$ cat src/rtl/alu_writeback.sv
// ---------------------------------------------------------------------------
// alu_writeback
//   Writeback stage behind the ALU. Accepts one ALU result per cycle and
//   retires it either to the register file (one-cycle strobe) or to memory
//   (request held until acknowledged). Owns the architectural flags register,
//   which is updated at accept time so the next ALU operation sees it at once.
//
// Ports
//   clock, reset              : clock, asynchronous active-high reset
//   in_valid / in_ready       : result handshake (ready low only during MEM_WB)
//   result, flags_in          : ALU result and ALU-computed flags
//   write_flags               : load flags_in into flags on accept
//   dest_is_mem, dest_addr    : destination select and address / reg index
//   flags                     : current flags register
//   reg_we/reg_waddr/reg_wdata: register-file write port
//   mem_req/mem_addr/mem_wdata: memory write request, held until mem_ack
//   mem_ack                   : memory write completed
//   wb_count                  : completed writebacks, wraps at 16 bits
// ---------------------------------------------------------------------------
module alu_writeback (
   input  logic        clock,
   input  logic        reset,
   input  logic        in_valid,
   output logic        in_ready,
   input  logic [15:0] result,
   input  logic [15:0] flags_in,
   input  logic        write_flags,
   input  logic        dest_is_mem,
   input  logic [15:0] dest_addr,
   output logic [15:0] flags,
   output logic        reg_we,
   output logic [2:0]  reg_waddr,
   output logic [15:0] reg_wdata,
   output logic        mem_req,
   output logic [15:0] mem_addr,
   output logic [15:0] mem_wdata,
   input  logic        mem_ack,
   output logic [15:0] wb_count
);

   typedef enum logic [1:0] {
      IDLE,
      REG_WB,
      MEM_WB
   } state_t;

   state_t      r_state;
   logic [15:0] r_flags;
   logic [15:0] r_wb_count;
   logic        r_reg_we;
   logic [2:0]  r_reg_waddr;
   logic [15:0] r_reg_wdata;
   logic        r_mem_req;
   logic [15:0] r_mem_addr;
   logic [15:0] r_mem_wdata;

   logic        w_accept;
   logic        w_flags_dest;

   assign in_ready     = (r_state != MEM_WB);
   assign w_accept     = in_valid & in_ready;
   // Register index 7 is the flags register; the register file only shadows it.
   assign w_flags_dest = ~dest_is_mem & (dest_addr[2:0] == 3'd7);

   always_ff @(posedge clock or posedge reset) begin
      if (reset) begin
         r_state     <= IDLE;
         r_flags     <= '0;
         r_wb_count  <= '0;
         r_reg_we    <= 1'b0;
         r_reg_waddr <= '0;
         r_reg_wdata <= '0;
         r_mem_req   <= 1'b0;
         r_mem_addr  <= '0;
         r_mem_wdata <= '0;
      end else begin
         r_reg_we <= 1'b0;
         case (r_state)
            IDLE, REG_WB: begin
               // The REG_WB cycle is the final cycle of a register writeback.
               if (r_state == REG_WB)
                  r_wb_count <= r_wb_count + 16'd1;
               if (w_accept) begin
                  if (dest_is_mem) begin
                     r_state     <= MEM_WB;
                     r_mem_req   <= 1'b1;
                     r_mem_addr  <= dest_addr;
                     r_mem_wdata <= result;
                  end else begin
                     r_state     <= REG_WB;
                     r_reg_we    <= 1'b1;
                     r_reg_waddr <= dest_addr[2:0];
                     r_reg_wdata <= result;
                  end
               end else begin
                  r_state <= IDLE;
               end
            end
            MEM_WB: begin
               if (mem_ack) begin
                  r_state    <= IDLE;
                  r_mem_req  <= 1'b0;
                  r_wb_count <= r_wb_count + 16'd1;
               end
            end
            default: begin
               r_state   <= IDLE;
               r_mem_req <= 1'b0;
            end
         endcase

         // Flags change on the accept edge, not at writeback.
         if (w_accept) begin
            if (w_flags_dest)
               r_flags <= result;
            else if (write_flags)
               r_flags <= flags_in;
         end
      end
   end

   assign flags     = r_flags;
   assign wb_count  = r_wb_count;
   assign reg_we    = r_reg_we;
   assign reg_waddr = r_reg_waddr;
   assign reg_wdata = r_reg_wdata;
   assign mem_req   = r_mem_req;
   assign mem_addr  = r_mem_addr;
   assign mem_wdata = r_mem_wdata;

endmodule

$ cat config.mk
export PLATFORM = sky130hd
export DESIGN_NAME = alu_writeback
export DESIGN_NICKNAME = d
export VERILOG_FILES = /design/src/rtl/alu_writeback.sv
export SDC_FILE = /design/constraint.sdc
export NUM_CORES = 1
export LEC_CHECK = 0
export BUFFER_PORTS_ARGS = -buffer_cell sky130_fd_sc_hd__buf_4
export CORE_MARGIN = 3
export CORE_UTILIZATION = 25
export DETAILED_ROUTE_END_ITERATION = 7
export GPL_TIMING_DRIVEN = 0
export PLACE_DENSITY = 0.52
export SYNTH_ARGS = -nofsm -noshare
export SYNTH_HDL_FRONTEND = slang
export SYNTH_SLANG_ARGS = --single-unit
$ cat constraint.sdc
create_clock -name clock -period 7.6 [get_ports clock]
set_input_delay 1.14 -clock clock [delete_from_list [all_inputs] [get_ports clock]]
set_output_delay 1.14 -clock clock [all_outputs]
set_load 0.02 [all_outputs]
==> results.md <==
- Worst IR Drop VDD: 0.000184 V
- Data arrival time of the worst path: 1270 ps
- ANT cells: 0
- Met1 usage: 0.147
- Worst Path Max Fanout: 3
- Wire length per cell: 15.7 um
- Reg-to-Reg Start: r_state[0]
- Final setup vio count: 0
- Chip Width: 126 um
- Yosys reg bits: 87
- CP Capture Type: primary output
- Largest net degree at the start of global routing: 52
- Fraction of layout cells with a size suffix above 1: 0.532
- Std-Cell Rows: 43
- Reg-to-reg endpoint: reg_wdata[9]
- Root buffer cell: clkbuf_16
- Placed inst area: 4880 um2
- Die Area: 15800 um2
- Predominant post-synthesis flop cell: dfrtp_1
- Nets: 474
- FILL cells: 1382
- Clk sinks: 87
- Global-route wire length before repair: 15400 um
- Pins Over Slew Limit: 0
- Final instance area: 5170 um2
- Vias per cell: 4.32
- Remaining DRCs: 0
- Top cells by count, synth: 87 x dfrtp_1, 45 x mux2_2, 21 x nor2_1
- Overall routing resource usage: 0.125
- Final Skew: 5.26 ps
- Clock-pin slew on the worst setup and hold paths: 60 ps
- Synth top area cells: dfrtp_1 61%, mux2_2 14%, o22ai_1 3.0%, a21oi_1 2.2%, mux2_1 2.2%
- Final Hold Violating Endpoints: 0
- HP Start: wb_count[15]
- Total grt overflow: 0
- Buffers on Ports: 139
- Core area: 13900 um2
- PD cells: 316 nW/um2
- Final hold slack: 480 ps
- Maxcap violations: 0
- Synth Warn #: 0
- Hold depth: 1
- Fmax: 416 MHz
- H-tree depth: 3
- Slew @ Worst Pin: 500 ps
- Sequential area share after synthesis: 0.608
- Worst skew pair latency: 340 ps
- Hold WC Path Type: flip-flop to flip-flop
- Distinct cell type count after synthesis: 35
- Buffer levels on the longest clock path: 2
- Leading area contributor after synthesis: dfrtp_1
- Chip height: 126 um
- Ys async rst share: 1.00
- Unrepaired setup endpoints after global routing: false
- Worst EP required: 6460 ps
- Syn Inst Count: 265
- Area Growth Syn to Fin: 44.6%
- Initial core utilization: 0.257
- Mean post-synth cell area: 13.5 um2
- HPWL Detailed: 7110 um
- Final Routed Wirelength: 9410 um
- Cts bufs inserted: 9
- Final worst path period need: 2410 ps
- Slew margin rel.: 0.667
- DRT iter0 DRCs: 80
- 1st-pass router iterations: 4
- Hold buffer count at cts: 0
- Final worst-path cycle share: 0.317
- Post-route setup TNS: 0 ps
- Yosys top cell area share: 0.608
- Final core occ: 0.371
- Hold endpoint: wb_count[15]
- Setup bufs post-CTS: 0
- P_leak: 0.00240 uW
- CTS tree: yes
- Initial antenna violation count: 0
- Status: complete, no violations
- Syn Nets: 323
- Vias in the first global route: 2890
- Post_cts resized: 0
- Met2 GRT Util: 0.199
- Setup CP Type: flip-flop to primary output
- Number of synthesized flops with an enable pin: 0
- Top-count cell post-synth: dfrtp_1
- Reg2Reg Depth: 8
- Met3 usage: 0.0712
- Mapped Area: 3580 um2
- I/O Pins: 140
- Slack of the worst reg-to-reg path: 5540 ps
- Detail Route Antenna Nets: 0
- Via count: 2596
- Startpoint types: flip-flop
- Most Used Layer, Global Route: met2
- Final Wtd Congestion: 0.782
## sequential cells by signal (all words and copies together) (netlist names)
name / flops
mem_addr: 16
reg_wdata: 16
mem_req: 1
wb_count: 16
reg_waddr: 3
reg_we: 1
mem_wdata: 16
flags: 16
r_state: 2
## worst max-delay path: stages (launching register included)
cell     delay (ps)
dfrtp_1         380
inv_1           100
ha_1            210
inv_1            70
buf_4           160
## area by class of cell
| type | instances | area, um2 | share of cell area |
|---|---|---|---|
| inverter | 8 | 32.5 | 0.00629 |
| multi-input combinational | 158 | 1310 | 0.252 |
| clock buffer | 14 | 284 | 0.0549 |
| tap | 180 | 225 | 0.0435 |
| buffer | 12 | 66.3 | 0.0128 |
| sequential | 87 | 2180 | 0.421 |
| clock inverter | 2 | 12.5 | 0.00242 |
| timing repair buffer | 140 | 1070 | 0.207 |
## placed cells by master, fill, tap and decap left out, drive strengths merged, types with 2 or more instances in the layout
cell type  instances
xnor2              8
a21oi             16
o22ai             17
mux2              52
nand2              6
xor2               7
ha                 4
nor2              21
nor3               6
nand3              5
inv                8
o21ai              2
dfrtp             87
buf              150
nand4              3
clkbuf            16
## routing by layer
layer  vias up  routed length [um]  part of all wire
met5         -                   0                 0
met4         0                  91            0.0097
met3         8                 994              0.11
met2        96                4440              0.47
met1      1262                3890              0.41
li1       1230                   -                 -
## through the flow
step,instances,power (uW),setup slack [ps]
floorplan,265,954,4210
global placement,584,1210,2980
detailed placement,585,1220,4900
CTS,601,1680,5150
global route,601,1740,5060
finish,601,1640,5190
## power by group
part	leakage (uW)	switching [uW]	total (uW)	internal [uW]
Combinational	0.00123	286	548	262
Sequential	0.00102	74.3	655	581
Clock	0.000145	176	433	257
## how the worst max path moves through the flow
stage          slack, ps  startpoint       endpoint
2_1_floorplan       4210       reset       flags[0]
3_5_place_dp        4900    in_valid   mem_wdata[2]
5_1_grt             5060  r_state[0]       in_ready
3_3_place_gp        2980       reset  reg_wdata[11]
6_report            5190  r_state[0]       in_ready
4_1_cts             5150  r_state[0]       in_ready
## kinds of logic after synthesis
logic type	after synthesis	synth area share
compound gates	38	0.0636
mux	52	0.164
simple gates	49	0.0867
xor+xnor	15	0.0367
buf+inv	20	0.0269
flops	87	0.608
fa+ha+maj	4	0.0140
Power figures use the tool's default switching activity.
